==> config.mk <==
export PLATFORM = sky130hd
export DESIGN_NAME = reg_counter_bank
export DESIGN_NICKNAME = d
export VERILOG_FILES = /design/src/rtl/reg_bank_pkg.sv /design/src/rtl/reg_counter_chan.sv /design/src/rtl/reg_counter_bank.sv
export SDC_FILE = /design/constraint.sdc
export NUM_CORES = 1
export LEC_CHECK = 0
export ABC_AREA = 1
export CORE_ASPECT_RATIO = 1.5
export CORE_MARGIN = 2
export CORE_UTILIZATION = 57
export DETAILED_ROUTE_END_ITERATION = 8
export GPL_TIMING_DRIVEN = 0
export HOLD_SLACK_MARGIN = 0.1
export MAX_ROUTING_LAYER = met4
export PLACE_DENSITY = 0.81
export REMOVE_ABC_BUFFERS = 1
export SLEW_MARGIN = 20
export SYNTH_ARGS = -nofsm -noshare
export SYNTH_HDL_FRONTEND = slang
export SYNTH_SLANG_ARGS = --single-unit
export TNS_END_PERCENT = 100
==> constraint.sdc <==
create_clock -name clk -period 2.1 [get_ports clk]
set_input_delay 0.315 -clock clk [delete_from_list [all_inputs] [get_ports clk]]
set_output_delay 0.315 -clock clk [all_outputs]
set_load 0.03 [all_outputs]
==> src/rtl/reg_bank_pkg.sv <==
// -----------------------------------------------------------------------------
// reg_bank_pkg
// Shared definitions for the counter bank:
//   MODE_WRAP / MODE_SAT : values of the SATURATE parameter
//   clog2()              : ceiling log2, at least 1, used to size the sel port
// -----------------------------------------------------------------------------
package reg_bank_pkg;

   localparam int MODE_WRAP = 32'sd0;
   localparam int MODE_SAT  = 32'sd1;

   // Ceiling log2, never less than 1 so a select port always has a bit.
   function automatic int clog2(input int n);
      int r;
      r = 32'sd0;
      for (int k = 0; k < 31; k++) begin
         if ((32'sd1 << k) < n) begin
            r = k + 32'sd1;
         end else begin
            r = r;
         end
      end
      if (r < 32'sd1) begin
         r = 32'sd1;
      end else begin
         r = r;
      end
      return r;
   endfunction

endpackage

==> src/rtl/reg_counter_chan.sv <==
// -----------------------------------------------------------------------------
// reg_counter_chan
// One channel of the counter bank: value register, limit register, next-state
// logic and the registered event flag.
// Ports:
//   clk, reset   : clock, synchronous active-high reset
//   i_load       : local value load strobe (already decoded from sel)
//   i_lim_load   : local limit load strobe (already decoded from sel)
//   i_datain     : shared load data
//   i_inc/i_dec  : step requests
//   i_clr        : clear value
//   o_value      : registered value
//   o_tc         : value >= limit
//   o_zero       : value == 0
//   o_evt        : one-cycle pulse after a wrap/saturate event
// -----------------------------------------------------------------------------
module reg_counter_chan
   import reg_bank_pkg::*;
#(
   parameter int WIDTH    = 8,
   parameter int SATURATE = 0
) (
   input  logic             clk,
   input  logic             reset,
   input  logic             i_load,
   input  logic             i_lim_load,
   input  logic [WIDTH-1:0] i_datain,
   input  logic             i_inc,
   input  logic             i_dec,
   input  logic             i_clr,
   output logic [WIDTH-1:0] o_value,
   output logic             o_tc,
   output logic             o_zero,
   output logic             o_evt
);

   localparam logic [WIDTH-1:0] ZERO = {WIDTH{1'b0}};
   localparam logic [WIDTH-1:0] ONES = {WIDTH{1'b1}};
   localparam logic [WIDTH-1:0] ONE  = {{(WIDTH-1){1'b0}}, 1'b1};

   logic [WIDTH-1:0] r_value;
   logic [WIDTH-1:0] r_limit;
   logic             r_evt;

   logic [WIDTH-1:0] w_value_nxt;
   logic [WIDTH-1:0] w_limit_nxt;
   logic             w_evt_nxt;
   logic             w_at_top;
   logic             w_at_bottom;

   // >= so that a value loaded above the limit still wraps/saturates.
   assign w_at_top    = (r_value >= r_limit);
   assign w_at_bottom = (r_value == ZERO);

   // Value next-state: clr > load > inc/dec; steps compare against the old limit.
   always_comb begin
      w_value_nxt = r_value;
      w_evt_nxt   = 1'b0;
      if (i_clr) begin
         w_value_nxt = ZERO;
      end else if (i_load) begin
         w_value_nxt = i_datain;
      end else if (i_inc && !i_dec) begin
         if (w_at_top) begin
            w_evt_nxt   = 1'b1;
            w_value_nxt = (SATURATE == MODE_SAT) ? r_value : ZERO;
         end else begin
            w_value_nxt = r_value + ONE;
         end
      end else if (i_dec && !i_inc) begin
         if (w_at_bottom) begin
            w_evt_nxt   = 1'b1;
            w_value_nxt = (SATURATE == MODE_SAT) ? r_value : r_limit;
         end else begin
            w_value_nxt = r_value - ONE;
         end
      end else begin
         // Idle, or inc and dec together: hold.
         w_value_nxt = r_value;
      end
   end

   // Limit next-state: independent of the value path.
   always_comb begin
      w_limit_nxt = r_limit;
      if (i_lim_load) begin
         w_limit_nxt = i_datain;
      end else begin
         w_limit_nxt = r_limit;
      end
   end

   // Value, limit and event registers with synchronous reset.
   always_ff @(posedge clk) begin
      if (reset) begin
         r_value <= ZERO;
         r_limit <= ONES;
         r_evt   <= 1'b0;
      end else begin
         r_value <= w_value_nxt;
         r_limit <= w_limit_nxt;
         r_evt   <= w_evt_nxt;
      end
   end

   assign o_value = r_value;
   assign o_tc    = w_at_top;
   assign o_zero  = w_at_bottom;
   assign o_evt   = r_evt;

endmodule

==> src/rtl/reg_counter_bank.sv <==
// -----------------------------------------------------------------------------
// reg_counter_bank
// Bank of CHANNELS up/down counters with programmable limits and a shared
// load bus addressed by sel.
// Ports:
//   clk, reset         : clock, synchronous active-high reset (clears all)
//   sel                : channel addressed by write_en / lim_write_en
//   write_en           : load datain into value[sel]
//   lim_write_en       : load datain into limit[sel]
//   datain             : shared load data
//   inc, dec, clr      : per-channel requests
//   dataout            : packed values, channel i at [i*WIDTH +: WIDTH]
//   tc, zero, evt      : per-channel terminal count, zero and event flags
// -----------------------------------------------------------------------------
module reg_counter_bank
   import reg_bank_pkg::*;
#(
   parameter  int WIDTH    = 8,
   parameter  int CHANNELS = 4,
   parameter  int SATURATE = 0,
   localparam int CW       = clog2(CHANNELS)
) (
   input  logic                      clk,
   input  logic                      reset,
   input  logic [CW-1:0]             sel,
   input  logic                      write_en,
   input  logic                      lim_write_en,
   input  logic [WIDTH-1:0]          datain,
   input  logic [CHANNELS-1:0]       inc,
   input  logic [CHANNELS-1:0]       dec,
   input  logic [CHANNELS-1:0]       clr,
   output logic [CHANNELS*WIDTH-1:0] dataout,
   output logic [CHANNELS-1:0]       tc,
   output logic [CHANNELS-1:0]       zero,
   output logic [CHANNELS-1:0]       evt
);

   logic                w_sel_valid;
   logic [CHANNELS-1:0] w_load;
   logic [CHANNELS-1:0] w_lim_load;

   // Out-of-range selects (non power-of-two CHANNELS) address nothing.
   assign w_sel_valid = (int'(sel) < CHANNELS);

   // Decode sel into per-channel value and limit load strobes.
   always_comb begin
      w_load     = {CHANNELS{1'b0}};
      w_lim_load = {CHANNELS{1'b0}};
      for (int i = 0; i < CHANNELS; i++) begin
         if (w_sel_valid && (int'(sel) == i)) begin
            w_load[i]     = write_en;
            w_lim_load[i] = lim_write_en;
         end else begin
            w_load[i]     = 1'b0;
            w_lim_load[i] = 1'b0;
         end
      end
   end

   for (genvar g = 0; g < CHANNELS; g++) begin : g_chan
      reg_counter_chan #(
         .WIDTH    (WIDTH),
         .SATURATE (SATURATE)
      ) u_chan (
         .clk        (clk),
         .reset      (reset),
         .i_load     (w_load[g]),
         .i_lim_load (w_lim_load[g]),
         .i_datain   (datain),
         .i_inc      (inc[g]),
         .i_dec      (dec[g]),
         .i_clr      (clr[g]),
         .o_value    (dataout[g*WIDTH +: WIDTH]),
         .o_tc       (tc[g]),
         .o_zero     (zero[g]),
         .o_evt      (evt[g])
      );
   end

endmodule

==> flow_metrics.tcl <==
set metrics [dict create \
    drt-pass1-iter-count 5 \
    p_per_area_nw_per_um2 669 \
    slew_headroom_pct 43.1 \
    yosys-top-cells-area "dfxtp_1 (23%), nand2_1 (17%), ha_1 (11%)" \
    rsz0062_at_grt "true" \
    grt_pass1_wl_um 26700 \
    worst_pin_slew_ns 0.848 \
    peakVddDrop_mv 0.515 \
    worst-path-max-fanout 4 \
    crit_arrival_ns 1.78 \
    routabilityCongestion 0.928 \
    layout-area-overhead-vs-synth_pct 21.1 \
    ys_seq_area_share_pct 23.2 \
    overflow 0 \
    drive_gt1_share_pct 10.2 \
    root_buffer "clkbuf_16" \
    path_class "flop to primary output" \
    port_buffers 69 \
    wire_per_inst_um 14.4 \
    via_count 6402 \
    crit_required_ns 1.78 \
    critPathTopFamily "simple AND/OR/NAND/NOR gates" \
    ios 70 \
    grt_max_degree 25 \
    drv_slew 0 \
    ys_ff_latch 68 \
    start_util_pct 58.2 \
    max_stage_delay_ns 0.36 \
    yosys_warnings 0 \
    routed_wl_um 16500 \
    drt_iter0_drc 349 \
    fmax_mhz 477 \
    skew_ns 0.00566 \
    met2_usage_pct 51.0 \
    async_flop_share_pct 0 \
    clk_pin_slew_ns 0.06 \
    hp-class "flop to flop" \
    numCtsBuffers 9 \
    hpwl_um 11600 \
    critical_path_buf_inv_count 3 \
    end_kind "primary output" \
    layout_setup_ws_ns 0.00260 \
    clock_latency_ns 0.34 \
    p_leak_uw 0.00375 \
    grt_util_met3_pct 3.22 \
    startpoint_type "flop" \
    cts_tree "built" \
    final_nets 1097 \
    synth_top_cell_by_area "dfxtp_1" \
    post-route-period-util_pct 99.9 \
    die_y_um 128 \
    status "finished clean" \
    cap_violations 0 \
    use_met1_pct 38.2 \
    yosysTopAreaCellShare_pct 23.2 \
    finalHoldViolCount 0 \
    grt_antenna_before_repair 0 \
    viasPerCell 5.61 \
    grt_pass1_vias 5628 \
    crit_top_cell "nand2_1" \
    diodes 0 \
    total_power_uw 4760 \
    setup_viol 0 \
    row_count 45 \
    synth_ff_type "dfxtp_1" \
    core_um2 10100 \
    fp.dieW_um 86.9 \
    netlist_instances 957 \
    slowest_stage "dfxtp_4" \
    ant_nets 0 \
    grt_usage_pct 30.5 \
    dieArea_um2 11100 \
    h-tree-depth 3 \
    busiest_layer "met2" \
    clockBufferDepth 2 \
    pre_cts_ws_ns -0.535 \
    synth_edf_count 0 \
    avgSynthCellArea_um2 6.13 \
    drc 0 \
    layout_min_cycle_time_ns 2.10 \
    netlist_area_um2 5870 \
    path_cells "clkinvlp_4, ha_1, nand2_1, nand3_1, nand2_1, nand2_2, nand2_4, and2_4, inv_1, buf_4" \
    yosysUniqueCellTypes 30 \
    cts_sinks 68 \
]
-- tightest hold or removal path, cell delays in order (launching register included) --
cell and delay [ns]:
dfxtp_1 0.30, inv_1 0.08, o21ai_0 0.08
-- logic make-up (layout without fill, tap and decap cells) --
group | Yosys count | after routing | share of synthesized area [%]
compound gates | 179 | 179 | 16.9
xor+xnor | 13 | 13 | 1.94
fa+ha+maj | 52 | 52 | 11.1
buf+inv | 207 | 274 | 14.2
flops | 68 | 68 | 23.2
simple gates | 438 | 438 | 32.7
-- repair_timing --
item,4_1_cts,5_1_grt
hold buffers,0,0
setup endpoints to repair,8,19
setup buffers,4,15
resized for setup,70,25
pin swaps,1,6
-- state kept, by name (all words and copies together) (netlist names) --
| register | cells |
|---|---|
| g_chan.u_chan.r_limit | 32 |
| g_chan.u_chan.o_value | 32 |
| g_chan.u_chan.o_evt | 4 |
-- through the flow --
step	instances	setup TNS [ns]	hold WS [ns]	util (%)	area, µm²
5_1_grt	1141	-0.0810	0.553	70.5	7110
2_1_floorplan	920	-0.00630	0.415	-	5670
6_report	1141	0	0.515	70.5	7110
3_5_place_dp	1106	-6.56	0.505	64.6	6510
4_1_cts	1126	-0.0380	0.513	68.6	6920
3_3_place_gp	1106	-6.07	0.491	64.6	6510
-- power by group --
group	switching [µW]	leakage, µW	internal [µW]
Sequential	126	0.000568	1370
Combinational	983	0.00303	597
Clock	606	0.000153	1070
-- per-layer routing --
| metal | vias up | wire, µm | part of all wire (%) |
|---|---|---|---|
| met2 | 239 | 8260 | 50 |
| met1 | 2897 | 6850 | 42 |
| met3 | 37 | 984 | 6.0 |
| li1 | 3229 | - | - |
| met5 | - | 0 | 0 |
| met4 | 0 | 367 | 2.2 |
-- final cells by class --
cell class	count	area, µm²
Fill cell	903	2970
Inverter	170	649
Clock buffer	12	246
Clock inverter	4	72.6
Multi-Input combinational cell	682	3760
Tap cell	117	146
Sequential cell	68	1400
Timing Repair Buffer	88	830
-- cells in the mapped netlist (10+ instances only) --
library cell,number
a21oi_1,88
buf_4,12
clkbuf_1,16
dfxtp_1,68
ha_1,52
inv_1,167
nand2_1,259
nand3_1,76
nand4_1,34
nor2_1,51
o211ai_1,25
o21ai_0,50
xor2_1,10
-- layout by cell type, fill, tap and decap left out, drive strengths merged, types with 4 or more instances in the layout --
master,n
o21a,4
clkdlybuf4s15,4
clkdlybuf4s50,61
nor2,57
o211ai,25
nand2,261
nand3,76
dfxtp,68
nand4,34
xor2,10
clkbuf,12
ha,52
buf,23
a21oi,88
o21ai,51
inv,169
nor3,5
-- path summary, 6_finish.rpt --
path	cells past startpoint	from	to	slack [ns]
worst max-delay path	10	g_chan[2].u_chan.o_value[0]$_SDFFE_PP0P_	tc[2]	0.003
worst min-delay path	2	g_chan[3].u_chan.r_limit[5]$_SDFFE_PP1P_	g_chan[3].u_chan.r_limit[5]$_SDFFE_PP1P_	0.51
worst max register to register	11	g_chan[2].u_chan.o_value[0]$_SDFFE_PP0P_	g_chan[2].u_chan.o_value[5]$_SDFFE_PP0P_	0.25
worst min register to register	2	g_chan[3].u_chan.r_limit[5]$_SDFFE_PP1P_	g_chan[3].u_chan.r_limit[5]$_SDFFE_PP1P_	0.51
(Power assumes the default switching activity.)
